<file path="config.mk">
export PLATFORM = sky130hd
export DESIGN_NAME = ma_sched
export DESIGN_NICKNAME = d
export VERILOG_FILES = /design/src/rtl/ma_sched.sv
export SDC_FILE = /design/constraint.sdc
export NUM_CORES = 1
export LEC_CHECK = 0
export ABC_AREA = 0
export CAP_MARGIN = 20
export CORE_MARGIN = 8
export CORE_UTILIZATION = 40
export CTS_CLUSTER_DIAMETER = 30
export DETAILED_ROUTE_END_ITERATION = 12
export GPL_TIMING_DRIVEN = 0
export MAX_ROUTING_LAYER = met4
export PLACE_DENSITY = 0.8
export SYNTH_ARGS = -nofsm -noshare
export SYNTH_HDL_FRONTEND = slang
export SYNTH_SLANG_ARGS = --single-unit
</file>
<file path="constraint.sdc">
create_clock -name clk -period 3 [get_ports clk]
set_input_delay 0.6 -clock clk [delete_from_list [all_inputs] [get_ports clk]]
set_output_delay 0.6 -clock clk [all_outputs]
set_load 0.05 [all_outputs]
</file>
<file path="src/rtl/ma_sched.sv">
// ma_sched: round-robin scheduler in front of one shared (a+b)*(c+d) datapath.
// Requesters are arbitrated in IDLE. The winner's operands are captured, then
// summed (SUM) and multiplied (MUL). The tagged result is offered in DONE on a
// valid/ready channel. Only one operation is in flight at a time.
// Build option: define MA_SCHED_RR_EN for rotating-pointer round-robin
// arbitration. Leave it undefined for fixed lowest-index-wins priority.
module ma_sched #(
  parameter int W = 4,
  parameter int N = 4,
  localparam int IW = (N > 1) ? $clog2(N) : 1
) (
  input  logic             clk,
  input  logic             rst,
  input  logic [N-1:0]     req_valid,
  output logic [N-1:0]     req_ready,
  input  logic [N*W-1:0]   req_a,
  input  logic [N*W-1:0]   req_b,
  input  logic [N*W-1:0]   req_c,
  input  logic [N*W-1:0]   req_d,
  output logic             res_valid,
  input  logic             res_ready,
  output logic [2*W+1:0]   res_data,
  output logic [IW-1:0]    res_id,
  output logic             busy
);

  typedef enum logic [1:0] {IDLE, SUM, MUL, DONE} state_t;

  state_t state_reg, state_next;

  logic [W-1:0] a_arr [N];
  logic [W-1:0] b_arr [N];
  logic [W-1:0] c_arr [N];
  logic [W-1:0] d_arr [N];

  logic          grant_found;
  logic [IW-1:0] grant_idx;
  logic          handshake;
  logic          res_fire;

  logic [W-1:0]  op_a_reg, op_b_reg, op_c_reg, op_d_reg;
  logic [IW-1:0] id_reg;
  logic [W:0]    s1_reg, s2_reg;

  // Unpack the flat operand buses into per-requester lanes.
  generate
    for (genvar gi = 0; gi < N; gi++) begin : g_lane
      assign a_arr[gi] = req_a[gi*W +: W];
      assign b_arr[gi] = req_b[gi*W +: W];
      assign c_arr[gi] = req_c[gi*W +: W];
      assign d_arr[gi] = req_d[gi*W +: W];
    end
  endgenerate

`ifdef MA_SCHED_RR_EN
  logic [IW-1:0] ptr_reg;
  logic [IW:0]   cand;

  // Round-robin search: first valid requester at or after ptr, wrapping at N.
  always_comb begin
    grant_found = 1'b0;
    grant_idx   = '0;
    cand        = '0;
    for (int k = 0; k < N; k++) begin
      cand = {1'b0, ptr_reg} + (IW+1)'(k);
      if (cand >= (IW+1)'(N)) cand = cand - (IW+1)'(N);
      if (!grant_found && req_valid[cand[IW-1:0]]) begin
        grant_found = 1'b1;
        grant_idx   = cand[IW-1:0];
      end
    end
  end

  // Pointer moves to the requester just after the one granted.
  always_ff @(posedge clk or posedge rst) begin
    if (rst) begin
      ptr_reg <= '0;
    end else if (handshake) begin
      ptr_reg <= (grant_idx == IW'(N-1)) ? '0 : grant_idx + IW'(1);
    end
  end
`else
  // Fixed priority: scanning downward lets the lowest valid index win.
  always_comb begin
    grant_found = 1'b0;
    grant_idx   = '0;
    for (int k = N-1; k >= 0; k--) begin
      if (req_valid[k]) begin
        grant_found = 1'b1;
        grant_idx   = IW'(k);
      end
    end
  end
`endif

  // Grant strobe: one-hot, IDLE only, suppressed while reset is asserted.
  always_comb begin
    req_ready = '0;
    if (state_reg == IDLE && !rst && grant_found) req_ready[grant_idx] = 1'b1;
  end

  assign handshake = |(req_valid & req_ready);
  assign res_valid = (state_reg == DONE);
  assign res_fire  = res_valid & res_ready;
  assign busy      = (state_reg != IDLE);

  // State register.
  always_ff @(posedge clk or posedge rst) begin
    if (rst) state_reg <= IDLE;
    else     state_reg <= state_next;
  end

  // Next-state logic: fixed walk through SUM and MUL, hold DONE until accepted.
  always_comb begin
    state_next = state_reg;
    case (state_reg)
      IDLE:    if (handshake) state_next = SUM;
      SUM:     state_next = MUL;
      MUL:     state_next = DONE;
      DONE:    if (res_fire) state_next = IDLE;
      default: state_next = IDLE;
    endcase
  end

  // Operand capture on grant, sum stage, product stage.
  always_ff @(posedge clk or posedge rst) begin
    if (rst) begin
      op_a_reg <= '0;
      op_b_reg <= '0;
      op_c_reg <= '0;
      op_d_reg <= '0;
      id_reg   <= '0;
      s1_reg   <= '0;
      s2_reg   <= '0;
      res_data <= '0;
      res_id   <= '0;
    end else begin
      if (handshake) begin
        op_a_reg <= a_arr[grant_idx];
        op_b_reg <= b_arr[grant_idx];
        op_c_reg <= c_arr[grant_idx];
        op_d_reg <= d_arr[grant_idx];
        id_reg   <= grant_idx;
      end
      if (state_reg == SUM) begin
        s1_reg <= {1'b0, op_a_reg} + {1'b0, op_b_reg};
        s2_reg <= {1'b0, op_c_reg} + {1'b0, op_d_reg};
      end
      if (state_reg == MUL) begin
        res_data <= (2*W+2)'(s1_reg) * (2*W+2)'(s2_reg);
        res_id   <= id_reg;
      end
    end
  end

endmodule

</file>
### Word-level counts from Yosys, hierarchy flattened

Cells that the tools add are included.

* word-level logic and storage cells: 58
* bits of input ports: 71
* register bits after elaboration: 42
* output and inout port bits: 18

* $mul: 1
* bitwise gates (word level): 3
* eq/ne operators: 5
* multiplexer cells: 26
* order comparisons: 3
* add/sub/neg operators: 2
* reductions and logical operators: 8

Operator list (number)
* 4-bit 2-to-1 mux: 9
* 4-bit binary-select mux with 2-bit select: 4
* 2-bit 2-to-1 mux: 6
* 4-bit by 4-bit adder with 5-bit output: 2
* 5-bit by 5-bit multiplier with 10-bit output: 1
* 2-bit case mux with 4 select lines: 1
* 1-bit 2-to-1 mux: 5
* 4-bit bitwise AND: 1
* 2-bit == test, second input constant: 2
* 4-bit OR reduction: 1
* 3-bit greater-or-equal comparator, second input constant: 1
* 1-bit logical AND: 3
* 2-bit by 3-bit < comparator with 1-bit output, second input constant: 1
* 2-bit NOT with 3-bit output: 1
* 1-bit demux with 2-bit select: 1
* 2-bit by 1-bit == test with 1-bit output, second input constant: 1
* 2-bit by 1-bit greater-or-equal comparator with 1-bit output, second input constant: 1
* 2-bit zero test: 1
* 2-bit by 1-bit inequality test with 1-bit output, second input constant: 1
* 2-bit inequality test, second input constant: 1
* 2-bit AND reduction: 1
* 2-bit nonzero test: 1
* 1-bit bitwise AND: 1
* 1-bit zero test: 1

### Depth between registers and ports, before layout

* word-level depth: 13
* mapped depth: 12
* gate-level depth less buffers: 12

### Least setup slack after synthesis

OpenSTA, ideal clock, no wires.

* kind: register to register
* from: reg s2_reg[4]
* to: reg res_data[8]
* path slack: -0.201 ns
* stages on the path, launching flop included: 11
* clock period less this slack: 3.201 ns
* required time: 2.869 ns
* path buffers: 0
* setup time: 0.131 ns
* data arrival time: 3.070 ns
* path through: dfrtp_1 > nand2_1 > fa_1 > fa_1 > fa_1 > inv_1 > ha_1 > a21oi_1 > o21ai_1 > and4b_1 > or3_1

* cells in the longest elaborated chain, start to end: 1

Ends and longest elaborated chain
* start, declared: line 43 `logic [W:0] s1_reg, s2_reg;`
* start signal, assigned: line 147 `s2_reg <= {1'b0, op_c_reg} + {1'b0, op_d_reg};`
* 5-bit by 5-bit multiplier with 10-bit output: line 150 `res_data <= (2*W+2)'(s1_reg) * (2*W+2)'(s2_reg);`
* end signal, assigned: line 150
* end, declared: line 22 `output logic [2*W+1:0] res_data,`

No other way between the ends.
A chain may end at the register's enable or synchronous reset.

### Worst setup path after layout

Same ends and word-level chain as after synthesis.

==> results.yml <==
global_routing:
  antenna_found_initial: 0
  grtUsageTotal_pct: 15.48
  grt_max_degree: 43
  overflow: 0
  grt_pass1_vias: 3010
  grt_pass1_wl_mm: 13.90
worst_setup_path:
  critPathLaunchType: "flop"
  arrival_ns: 3.27
  cp_data_required_time_ns: 3.18
  critical_path_class: "reg -> reg"
  cp_max_fo: 3
  critPathCaptureType: "flop"
logic_synthesis:
  yosys.area.top_type_share_pct: 33.18
  synthTopCellsByArea: "dfrtp_1, ha_1, fa_1, a22o_1, mux2_2"
  synth-edff-count: 0
  synth_area_leader_cell: "dfrtp_1"
  yosysSeqAreaShare_pct: 33.18
  synthArstFlopShare_pct: 100.0
  netlist_instances: 320
  ys_seq_elements: 42
  syn_avg_cell_area_um2: 9.900
  yosysUniqueCellTypes: 45
  synth_fp_nets: 433
  synthesis.area_mm2: 0.003168
  yosysWarningCount: 0
  yosys_most_used_dff: "dfrtp_1"
drt:
  vias: 2755
  wl_per_cell_um: 15.62
  drcViolationCount: 0
  firstDrtPassIters: 4
  wirelength_mm: 8.199
  drt_iter0_drc: 108
  final_antenna_net_count: 0
  via_per_inst: 5.248
final_layout:
  antennaDiodeCount: 0
  final_nets: 535
  drive_gt1_share_pct: 13.48
  fill_cells: 640
  syn2layout_area_growth_pct: 39.53
  finalNonFillerCells: 525
  largest_reg_flops: 10
sta:
  period_minus_slack_ns: 3.090
  hold_slack_ns: 0.4915
  setup_viol: 4
  drv_slew: 0
  hold_viol: 0
  finalCritPeriodShare_pct: 103.0
  rsz0062_at_grt: "true"
  relSlewSlack_pct: 41.90
  worst_pin_slew_ns: 0.8703
  max_freq_mhz: 323.7
  skew_ns: 0.005623
  setup_ws_ns: -0.08968
die:
  dieHeight_um: 105.0
  dieArea_mm2: 0.01102
  io_pins: 89
  rows: 32
  start_util_pct: 41.21
  core_area_mm2: 0.007687
  die_width_um: 105.0
cts:
  clockBufferDepth: 2
  cts-root-buf: "clkbuf_8"
  htreeDepth: 2
  clkSinkCount: 42
  insertion_delay_ns: 0.30
  clkTransAtPathRegs_ns: 0.09
  cts_tree: "built"
  cts_buffers: 5
pwr:
  seqPwrFrac_pct: 17.8
  powerDensity_mw_per_mm2: 1363
  pwr-share-comb_pct: 75.4
  vdd_ir_drop_max_v: 0.0007746
  clkPwrFrac_pct: 6.7
  switching_share_pct: 46.49
  switchingPower_mw: 2.801
  p_int_mw: 3.223
  power_leakage_nw: 2.001
status:
  outcome: "finished, violations left"
  violations: "setup timing"
place:
  numPortBuffers: 88
  dp.final_hpwl_mm: 6.568
  gp_congestion: 0.8088
  placed_cells: 510
flow_run:
  maxCapViolCount: 0
min_path:
  hp-class: "reg -> reg"
synthesized netlist by cell type (all sizes together), types with 2 or more instances:
cell type  number
a211o           3
a211oi          3
a21o            7
a21oi          22
a222oi          5
a22o           16
and2           16
and3            4
buf            10
clkbuf          4
dfrtp          42
fa             11
ha             31
inv            29
mux2           13
mux2i          12
nand2          22
nand3           4
nor2           19
nor2b           2
o21ai          13
o21bai          2
o221ai          3
o22ai           9
or3             2
xnor2           5
kinds of logic (layout without fill, tap and decap cells):
family | Yosys count | after routing | synth area share, %
flops | 42 | 42 | 33.18
xor+xnor | 6 | 6 | 1.659
buf+inv | 43 | 146 | 6.200
mux | 25 | 25 | 8.531
simple gates | 73 | 73 | 11.30
compound gates | 89 | 89 | 19.95
fa+ha+maj | 42 | 42 | 19.19
critical path, stage by stage, from the launching register on:
cell	delay [ns]
dfrtp_1	0.41
nand2_2	0.09
fa_1	0.55
fa_1	0.43
fa_1	0.50
inv_2	0.05
ha_4	0.25
a21oi_4	0.13
o21ai_1	0.10
and4b_1	0.17
or3_1	0.29
layout by cell type (no fill, tap or decap), drive strengths merged, types with 5 or more instances in the layout:
cell           netlist  final
a22o                16     16
fa                  11     11
ha                  31     31
o22ai                9      9
inv                 29     30
clkdlybuf4s50        0     84
and2                16     16
nor2                19     19
xnor2                5      5
a21oi               22     22
nand2               22     22
mux2i               12     12
clkbuf               4      9
a21o                 7      7
dfrtp               42     42
o21ai               13     13
buf                 10     18
mux2                13     13
a222oi               5      5
layout make-up:
cell class | count | area [um2] | area share (%)
multi-input combinational | 235 | 2006 | 45.37
sequential | 42 | 1051 | 23.78
timing repair buffer | 96 | 944.7 | 21.37
tap | 102 | 127.6 | 2.887
inverter | 29 | 108.9 | 2.462
buffer | 13 | 83.83 | 1.896
clock buffer | 6 | 82.58 | 1.868
clock inverter | 2 | 16.27 | 0.3680
power by group through the flow:
stage	clock network, mW	registers (mW)	logic (mW)
after floorplan	0	1.28	2.73
final	0.406	1.07	4.54
after global placement	0	1.08	3.74
after CTS	0.409	1.07	4.11
after detailed placement	0	1.10	3.82
after global routing	0.437	1.11	5.04
timing repair:
item,in CTS,in global routing
hold endpoints to repair,0,0
resized for setup,12,10
hold buffers,0,0
setup buffers,8,0
pin swaps,7,2
setup endpoints to repair,8,6
layer usage:
metal	global-route usage, %	part of all wire, %
met5	-	0
met4	3.772	0.95
met3	5.037	6.6
met2	25.70	49
met1	17.66	44
stage by stage:
step	area (um2)	power, mW	setup TNS [ns]	util, %	setup WS (ns)
final	4420	6.024	-0.1894	57.50	-0.08968
after global routing	4420	6.595	-0.8283	57.50	-0.2137
after CTS	4367	5.592	-0.1631	56.80	-0.09585
after detailed placement	4199	4.928	-1.719	54.62	-0.4787
after global placement	4199	4.820	-1.471	54.62	-0.4589
after floorplan	3191	4.009	-0.04199	-	-0.03635
final timing paths:
| check | from | end | slack (ns) | cells after the start |
|---|---|---|---|---|
| min reg2reg | res_data[5]$_DFFE_PP0P_ | res_data[5]$_DFFE_PP0P_ | 0.49 | 1 |
| max | s2_reg[4]$_DFFE_PP0N_ | res_data[8]$_DFFE_PP0P_ | -0.09 | 10 |
| max in group asynchronous | rst | s2_reg[3]$_DFFE_PP0N_ | 1.54 | 2 |
| min in group asynchronous | rst | op_b_reg[1]$_DFFE_PP0P_ | 0.93 | 2 |
| max reg2reg | s2_reg[4]$_DFFE_PP0N_ | res_data[8]$_DFFE_PP0P_ | -0.09 | 10 |
| min | res_data[5]$_DFFE_PP0P_ | res_data[5]$_DFFE_PP0P_ | 0.49 | 1 |
(Power assumes the default switching activity.)
